`config.mk`:
```
export PLATFORM = sky130hd
export DESIGN_NAME = fir_sample_feeder
export DESIGN_NICKNAME = d
export VERILOG_FILES = /design/src/rtl/fir_pkg.sv /design/src/rtl/sync_fifo.sv /design/src/rtl/fir_sample_feeder.sv
export SDC_FILE = /design/constraint.sdc
export NUM_CORES = 1
export LEC_CHECK = 0
export ABC_AREA = 0
export BUFFER_PORTS_ARGS = -buffer_cell sky130_fd_sc_hd__buf_2
export CORE_ASPECT_RATIO = 0.7
export CORE_UTILIZATION = 46
export DETAILED_ROUTE_END_ITERATION = 8
export PLACE_DENSITY = 0.62
export SLEW_MARGIN = 20
export SYNTH_ARGS = -nofsm -noshare
export SYNTH_HDL_FRONTEND = slang
export SYNTH_SLANG_ARGS = --single-unit
```
`constraint.sdc`:
```
create_clock -name clk -period 4.1 [get_ports clk]
set_input_delay 0.41 -clock clk [delete_from_list [all_inputs] [get_ports clk]]
set_output_delay 0.41 -clock clk [all_outputs]
set_load 0.02 [all_outputs]
```
`src/rtl/fir_pkg.sv`:
```
// Shared constants for the serial symmetric FIR front end: feeder state
// encoding, status counter width and the phase-counter width helper.
package fir_pkg;

    localparam int UNDERRUN_CNT_W = 8;

    localparam logic [0:0] ST_PRIME = 1'b0;
    localparam logic [0:0] ST_RUN   = 1'b1;

    function automatic int phase_width(input int n_taps);
        return (n_taps / 2 > 1) ? $clog2(n_taps / 2) : 1;
    endfunction

endpackage

```
`src/rtl/sync_fifo.sv`:
```
// Single-clock FIFO with combinational head read; push ignored when full,
// pop ignored when empty. Storage is not reset, only pointers and level.
module sync_fifo #(
    parameter int WIDTH_DATA      = 8,
    parameter int FIFO_DEPTH      = 8,
    parameter int LOG2_FIFO_DEPTH = 3
) (
    input  logic                       clk,
    input  logic                       rst,
    input  logic                       i_push,
    input  logic [WIDTH_DATA-1:0]      i_din,
    input  logic                       i_pop,
    output logic [WIDTH_DATA-1:0]      o_dout,
    output logic                       o_full,
    output logic                       o_empty,
    output logic [LOG2_FIFO_DEPTH:0]   o_level
);

    localparam int LVL_W = LOG2_FIFO_DEPTH + 1;
    localparam logic [LVL_W-1:0] FULL_LVL = LVL_W'(FIFO_DEPTH);

    logic [WIDTH_DATA-1:0]      r_mem [FIFO_DEPTH];
    logic [LOG2_FIFO_DEPTH-1:0] r_wr_ptr;
    logic [LOG2_FIFO_DEPTH-1:0] r_rd_ptr;
    logic [LVL_W-1:0]           r_level;
    logic                       w_do_push;
    logic                       w_do_pop;

    assign o_full    = (r_level == FULL_LVL);
    assign o_empty   = (r_level == '0);
    assign o_level   = r_level;
    assign o_dout    = r_mem[r_rd_ptr];
    assign w_do_push = i_push & ~o_full;
    assign w_do_pop  = i_pop & ~o_empty;

    always_ff @(posedge clk) begin
        if (!rst) begin
            r_wr_ptr <= '0;
            r_rd_ptr <= '0;
            r_level  <= '0;
        end else begin
            if (w_do_push) r_wr_ptr <= r_wr_ptr + LOG2_FIFO_DEPTH'(1);
            if (w_do_pop)  r_rd_ptr <= r_rd_ptr + LOG2_FIFO_DEPTH'(1);
            if (w_do_push && !w_do_pop)
                r_level <= r_level + LVL_W'(1);
            else if (w_do_pop && !w_do_push)
                r_level <= r_level - LVL_W'(1);
        end
    end

    always_ff @(posedge clk) begin
        if (rst && w_do_push) r_mem[r_wr_ptr] <= i_din;
    end

endmodule

```
`src/rtl/fir_sample_feeder.sv`:
```
// Rate adapter in front of the serial FIR: buffers a valid/ready stream and
// presents one held-stable sample every N_TAPS/2 cycles, zero-filling on underrun.
module fir_sample_feeder
    import fir_pkg::*;
#(
    parameter int WIDTH_DATA      = 8,
    parameter int N_TAPS          = 16,
    parameter int FIFO_DEPTH      = 8,
    parameter int LOG2_FIFO_DEPTH = 3,
    parameter int PRIME_LEVEL     = 4
) (
    input  logic                       clk,
    input  logic                       rst,
    input  logic                       s_valid,
    input  logic [WIDTH_DATA-1:0]      s_data,
    output logic                       s_ready,
    output logic [WIDTH_DATA-1:0]      fir_din,
    output logic                       sample_strobe,
    output logic                       running,
    output logic                       underrun,
    input  logic                       underrun_clr,
    output logic [UNDERRUN_CNT_W-1:0]  underrun_count,
    output logic [LOG2_FIFO_DEPTH:0]   fill_level
);

    localparam int P       = N_TAPS / 2;
    localparam int PHASE_W = phase_width(N_TAPS);
    localparam int LVL_W   = LOG2_FIFO_DEPTH + 1;
    localparam logic [PHASE_W-1:0]        PHASE_LAST = PHASE_W'(P - 1);
    localparam logic [LVL_W-1:0]          PRIME_LVL  = LVL_W'(PRIME_LEVEL);
    localparam logic [UNDERRUN_CNT_W-1:0] CNT_MAX    = '1;

    function automatic logic [UNDERRUN_CNT_W-1:0] sat_inc(
        input logic [UNDERRUN_CNT_W-1:0] v);
        return (v == CNT_MAX) ? v : v + UNDERRUN_CNT_W'(1);
    endfunction

    logic [PHASE_W-1:0]        r_phase;
    logic [0:0]                r_state;
    logic [WIDTH_DATA-1:0]     r_fir_din;
    logic                      r_strobe;
    logic                      r_underrun;
    logic [UNDERRUN_CNT_W-1:0] r_underrun_cnt;

    logic                      w_decide;
    logic                      w_push;
    logic                      w_pop;
    logic                      w_full;
    logic                      w_empty;
    logic                      w_underrun_evt;
    logic [LVL_W-1:0]          w_level;
    logic [WIDTH_DATA-1:0]     w_head;

    assign w_decide = (r_phase == PHASE_LAST);
    assign w_push   = s_valid & ~w_full;
    // Pop decision uses pre-edge occupancy, so a same-cycle push into an empty FIFO is not bypassed.
    assign w_pop    = w_decide & ~w_empty &
                      ((r_state == ST_RUN) | (w_level >= PRIME_LVL));
    assign w_underrun_evt = w_decide & (r_state == ST_RUN) & w_empty;

    sync_fifo #(
        .WIDTH_DATA      (WIDTH_DATA),
        .FIFO_DEPTH      (FIFO_DEPTH),
        .LOG2_FIFO_DEPTH (LOG2_FIFO_DEPTH)
    ) u_fifo (
        .clk     (clk),
        .rst     (rst),
        .i_push  (w_push),
        .i_din   (s_data),
        .i_pop   (w_pop),
        .o_dout  (w_head),
        .o_full  (w_full),
        .o_empty (w_empty),
        .o_level (w_level)
    );

    always_ff @(posedge clk) begin
        if (!rst) begin
            r_phase        <= '0;
            r_state        <= ST_PRIME;
            r_fir_din      <= '0;
            r_strobe       <= 1'b0;
            r_underrun     <= 1'b0;
            r_underrun_cnt <= '0;
        end else begin
            r_phase  <= w_decide ? '0 : r_phase + PHASE_W'(1);
            r_strobe <= w_decide;
            if (w_decide) begin
                r_fir_din <= w_pop ? w_head : '0;
                r_state   <= w_pop ? ST_RUN : ST_PRIME;
            end
            // An underrun landing with a clear leaves a fresh count of one.
            if (w_underrun_evt) begin
                r_underrun     <= 1'b1;
                r_underrun_cnt <= sat_inc(underrun_clr ? '0 : r_underrun_cnt);
            end else if (underrun_clr) begin
                r_underrun     <= 1'b0;
                r_underrun_cnt <= '0;
            end
        end
    end

    assign s_ready        = ~w_full;
    assign fir_din        = r_fir_din;
    assign sample_strobe  = r_strobe;
    assign running        = (r_state == ST_RUN);
    assign underrun       = r_underrun;
    assign underrun_count = r_underrun_cnt;
    assign fill_level     = w_level;

endmodule

```
Yosys cells after proc, flatten, opt, wreduce, memory -nomap -nowiden
Memory sizes are Yosys's and may differ from the RTL's. A register that Yosys moved wholly into a read port is not among the register bits.
Index checks and enable logic that the tools add are counted.
{"block": "totals", "ff_bits": 32, "mem_bits_rw": 64, "out_inout_bits": 24, "memories": 1}
{"block": "classes", "add_sub_neg": 6, "magnitude_cmp": 1, "eq_ne": 3, "mux": 13, "bitwise_logic": 11, "reduce_logical": 9}
{"name": "u_fifo.r_mem", "words": 8, "width": 8, "read_ports": 1, "rd_clocked_by_memory_dff": 1, "wr": 1, "line": "sync_fifo.sv:22", "text": "logic [WIDTH_DATA-1:0] r_mem [FIFO_DEPTH];"}
{"cell": "8-bit 2-to-1 mux", "count": 4}
{"cell": "3-bit by 1-bit adder with 3-bit output, second input constant", "count": 3}
{"cell": "8-bit by 1-bit adder with 8-bit output, second input constant", "count": 1}
{"cell": "8-bit == test, second input constant", "count": 1}
{"cell": "4-bit 2-to-1 mux", "count": 2}
{"cell": "1-bit bitwise AND", "count": 7}
{"cell": "3-bit 2-to-1 mux", "count": 2}
{"cell": "1-bit 2-to-1 mux", "count": 5}
{"cell": "4-bit by 1-bit adder with 4-bit output, second input constant", "count": 1}
{"cell": "4-bit == test, second input constant", "count": 1}
{"cell": "4-bit by 3-bit >= comparator with 1-bit output, second input constant", "count": 1}
{"cell": "4-bit logical NOT", "count": 1}
{"cell": "2-bit nonzero test", "count": 2}
{"cell": "4-bit by 1-bit subtractor with 4-bit output, second input constant", "count": 1}
{"cell": "3-bit == test, second input constant", "count": 1}
{"cell": "1-bit logical AND", "count": 3}
{"cell": "1-bit NOT", "count": 3}
{"cell": "1-bit logical NOT", "count": 2}
{"cell": "2-bit OR reduction", "count": 1}
{"cell": "1-bit OR", "count": 1}

Longest topological paths before layout
{"block": "logic_depth", "depth_word": 8, "ltp_mapped": 10, "mapped_depth_nobuf": 10}

Hierarchy
Synthesis repeated with hierarchy kept, for this count alone.
{"block": "unflattened", "hier_cells": 256, "hier_area_um2": 4053.9}
{"module": "sync_fifo", "instances": 1, "cells_each": 167, "area_per_inst_um2": 3174.3}
{"module": "fir_sample_feeder", "instances": 1, "cells_each": 89, "area_per_inst_um2": 879.6}

Least setup slack after synthesis
No wires, ideal clock.
{"block": "synth_path", "path_type": "register to register", "startpoint": "register u_fifo.r_level[3] (netlist: u_fifo.o_level[3])", "endpoint": "register u_fifo.r_level[3] (netlist: u_fifo.o_level[3])", "setup_ns": 0.072, "t_arrival_ns": 2.690, "slack_ns": 1.338, "stages_incl_launch_ff": 11, "period_less_slack_ns": 2.762, "cell_sequence": "dfxtp_1 > or4b_2 > nand2_2 > inv_1 > ha_1 > inv_1 > ha_1 > a21oi_1 > a211oi_1 > a31oi_1 > mux2i_1"}
{"element": "from (decl)", "line": "sync_fifo.sv:25", "text": "logic [LVL_W-1:0] r_level;"}
{"element": "from (signal assigned)", "line": "sync_fifo.sv:45", "text": "r_level <= r_level + LVL_W'(1);"}
{"element": "from (signal assigned)", "line": "sync_fifo.sv:47", "text": "r_level <= r_level - LVL_W'(1);"}
{"element": "4-bit == test (*)", "line": "sync_fifo.sv:29", "text": "assign o_full = (r_level == FULL_LVL);"}
{"element": "1-bit NOT (*)"}
{"element": "via s_ready", "line": "fir_sample_feeder.sv:16", "text": "output logic s_ready,"}
{"element": "1-bit bitwise AND", "line": "fir_sample_feeder.sv:55", "text": "assign w_push = s_valid & ~w_full;"}
{"element": "1-bit bitwise AND (*)", "line": "sync_fifo.sv:33", "text": "assign w_do_push = i_push & ~o_full;"}
{"element": "via u_fifo.w_do_push", "line": "sync_fifo.sv:26", "text": "logic w_do_push;"}
{"element": "1-bit logical NOT", "line": "sync_fifo.sv:46", "text": "else if (w_do_pop && !w_do_push)"}
{"element": "1-bit logical AND", "line": "sync_fifo.sv:46"}
{"element": "2-bit nonzero test (no line)"}
Mark *: on every way through the listed nets, which the timed path passes. The rest lies on a longest branch. The select of a mux whose other input is x is not followed.
A chain may end at the register's enable or synchronous reset.

Worst setup path in the final report
{"block": "layout_path", "startpoint": "register u_fifo.r_level[0] (netlist: u_fifo.o_level[0])", "endpoint": "register u_fifo.r_level[3] (netlist: u_fifo.o_level[3])"}
{"element": "4-bit == test (*)", "line": "sync_fifo.sv:29"}
{"element": "1-bit NOT (*)", "line": "sync_fifo.sv:33, fir_sample_feeder.sv:55"}
{"element": "1-bit bitwise AND", "line": "fir_sample_feeder.sv:55"}
{"element": "1-bit bitwise AND (*)", "line": "sync_fifo.sv:33"}
{"element": "via u_fifo.w_do_push", "line": "sync_fifo.sv:26"}
{"element": "1-bit logical NOT", "line": "sync_fifo.sv:46"}
{"element": "1-bit logical AND", "line": "sync_fifo.sv:46"}
{"element": "2-bit nonzero test (no line)"}
Marks and branches as above.

==> summary.md <==
| Metric | Value |
|---|---|
| P_leak | 1.65 nW |
| Clock Sinks | 99 |
| Synth Instances | approximately 260 |
| Die Y | roughly 80 um |
| Main area contributors after synthesis | edfxtp_1 (48%), dfxtp_1 (18%), mux4_1 (6.6%) |
| Area Growth Syn to Fin | 14.9% |
| RSZ-0062 raised after global routing | no |
| Initial Utilization | between 40% and 50% |
| Period minus WS final | 2.82 ns |
| Most frequent cell after synthesis | edfxtp_1 |
| Seq/Total Area, Yosys | roughly two thirds |
| Final worst path period share | 68.8% |
| Antenna violations before repair | 0 |
| FF/Latch Area | 2620 um2 |
| CTS tree | yes |
| # DRC | 0 |
| Hold Fails Final Rpt | 0 |
| Pwr/cell area | 458 nW/um2 |
| Sw Ratio | 22.8% |
| Number of diodes | 0 |
| Relative slew margins | a little over a third |
| Layout Nets | 319 |
| R2R depth | 10 |
| Final worst slack | 1.28 ns |
| Worst setup SP type | register |
| Critical path's slowest cell | or4b_2 |
| WP buf/inv | 2 |
| Largest net degree at the start of global routing | 19 |
| Cell variety after synth | 46 |
| Critical path class | register to register |
| Total Die Area | 9080 um2 |
| Setup TNS | 0 ns |
| Worst path cell trace | or4b_2 -> nand2_2 -> inv_1 -> ha_1 -> inv_1 -> ha_1 -> a21oi_1 -> a211oi_1 -> a31oi_1 -> mux2i_1 |
| Routed vias/inst | 5.30 |
| Hold depth | 1 |
| Status | complete, no violations |
| Post-Syn Area per Cell | 15.5 um2 |
| Flops & latches, synth | 99 |
| WP depth | 10 |
| Number of DRC markers in iteration 0 | 159 |
| Worst slew pin tran | slightly below 1 ns |
| Reg power frac | a little over half |
| Post-CTS Setup Bufs | 0 |
| Post-CTS Hold Buffers | 0 |
| Clk_lat worst skew | approximately 0.34 ns |
| MaxCap Viol Count | 0 |
| Place WS | between 1 and 1.5 ns |
| Worst EP arrival | 3.09 ns |
| Number of flops mapped to enable cells by yosys | 64 |
| Clock skew | just under 0.007 ns |
| Sw power | 0.481 mW |
| Fmax | 355 MHz |
| # rows | 28 |
| H-tree depth | 3 |
| Final ANT Viol Nets | 0 |
| CP endpoint kind | register |
| Num CTS Buffers | 9 |
| First-pass DRT Iterations | 4 |
| Via count | 2241 |
| Vias in the first global route | 2020 |
| Max VDD drop | between 200 and 300 uV |
| Fraction of registers with async set/reset | 0% |
| Area share of the largest cell type after synthesis | 48.0% |
| IO Count | 36 |
| Post-cts resize count | 0 |
| Tot GR Track Use | 17.0% |
| Root buffer cell | clkbuf_16 |
| Slowest stage delay, CP | approximately 0.75 ns |
| Worst-path fanout max | 7 |
| Synthesized netlist net count | 279 |
| Clk buf depth | 2 |
| Final setup viols | 0 |
| First-pass GRT wire length | 10900 um |
| Area of the multi-input gates | 1310 um2 |
| Top post-synthesis cells by count | edfxtp_1 (64), dfxtp_1 (35), nor2_1 (17) |
| Die X | 113 um |
| FILL cells | 693 |
| Slew Limit Fails | 0 |
| # port buffers | 35 |
| Pint | 1.63 mW |
| WL/cell | 16.5 um |
| Yosys warnings | 0 |
| Clock power frac | 36.5% |
| Final wirelength | 7000 um |
| Post-Synthesis Cell Area | between 4000 and 5000 um2 |
| Post-DP HPWL | between 4000 and 5000 um |
| Clock Pin Slew Worst Setup and Hold Paths | 0.06 ns |
| Share of cells above drive strength 1 | 24.1% |
| Grt ovf | 0 |
| Top Family by Delay on Critical Path | simple AND/OR/NAND/NOR gates |
| Hold Path Class | input pin to register |
| Post-synth top flop | edfxtp_1 |
| Comb pwr share | 9.5% |
| Core footprint | 8440 um2 |
| GPL Wtd Cong | 0.846 |
| Worst Path Required | roughly 4.4 ns |
| Area leader, netlist | edfxtp_1 |
==> layer usage <==
layer	GRT usage, %	part of all wire (%)	vias to the layer above
li1	-	-	1094
met1	23.7	49	1090
met2	25.3	44	48
met3	5.24	6.2	9
met4	5.92	1.3	0
met5	0	0	-
==> kinds of logic after synthesis <==
group / synth area share [%]
AO/OA/AOI/OAI: 6.16
XOR/XNOR: 1.31
adder cells (fa/ha/maj): 3.00
buffers and inverters: 2.35
flip-flops: 65.6
multiplexers: 12.9
AND/OR/NAND/NOR: 8.66
==> area by class of cell <==
class                   instances  share of cell area (%)
clock buffers                  14                    5.75
clock inverters                 2                   0.272
inverters                       5                   0.408
multi-input cells             143                    28.6
flip-flops and latches         99                    57.1
well taps                     120                    3.27
repair buffers                 40                    4.63
==> path summary, 6_finish.rpt <==
path,from,to,slack (ns)
worst max register to register,u_fifo.o_level[0],u_fifo.o_level[3],1.28
worst min register to register,r_phase[0],r_phase[0],0.43
worst min-delay path,s_data[1],u_fifo.r_mem[5][1],0.34
worst max-delay path,u_fifo.o_level[0],u_fifo.o_level[3],1.28
==> registers in the layout (all words and copies together), names as in the netlist, named ones only <==
signal           count
underrun             1
underrun_count       8
u_fifo.r_rd_ptr      3
r_phase              3
sample_strobe        1
running              1
u_fifo.r_mem        64
u_fifo.r_wr_ptr      3
fir_din              8
u_fifo.o_level       4
==> power by group through the flow <==
stage,clock [mW],sequential (mW),combinational (mW)
final,0.769,1.14,0.200
after global routing,0.837,1.14,0.224
after CTS,0.787,1.14,0.198
after detailed placement,0,1.16,0.197
after global placement,0,1.16,0.193
after floorplan,0,1.17,0.122
==> metrics by stage <==
step | power (mW) | hold WS, ns | utilization (%) | instance area [um2] | instances
floorplan | 1.29 | 0.404 | - | 4000 | 258
global placement | 1.35 | 0.414 | 50.9 | 4300 | 407
detailed placement | 1.35 | 0.417 | 50.9 | 4300 | 407
CTS | 2.12 | 0.341 | 54.2 | 4580 | 423
global route | 2.20 | 0.351 | 54.4 | 4590 | 423
finish | 2.11 | 0.343 | 54.4 | 4590 | 423
==> worst reg2reg max path, stage by stage, from the launching register on <==
cell      delay [ns]
dfxtp_1         0.38
or4b_2          0.75
nand2_2         0.21
inv_1           0.12
ha_1            0.21
inv_1           0.13
ha_1            0.28
a21oi_1         0.20
a211oi_1        0.10
a31oi_1         0.18
mux2i_1         0.19
==> cell usage in the layout (no fill, tap or decap), drive strengths merged, types with 2 or more instances in the layout <==
cell,synthesis,layout
mux2,8,8
nand2,11,11
and2,3,3
xnor2,2,2
buf,5,40
clkbuf,6,14
mux2i,3,3
inv,4,4
nor2,17,17
nand3,9,9
nor2b,3,3
o21ai,2,2
a22o,8,8
or4,2,2
a211oi,2,2
nor4,4,4
a41o,2,2
xor2,4,4
mux4,16,16
nand3b,2,2
a31oi,2,2
clkinv,1,2
edfxtp,64,64
o31ai,3,3
a21oi,11,11
or3,3,3
dfxtp,35,35
ha,8,8
nor3,7,7
Power figures use the tool's default switching activity.
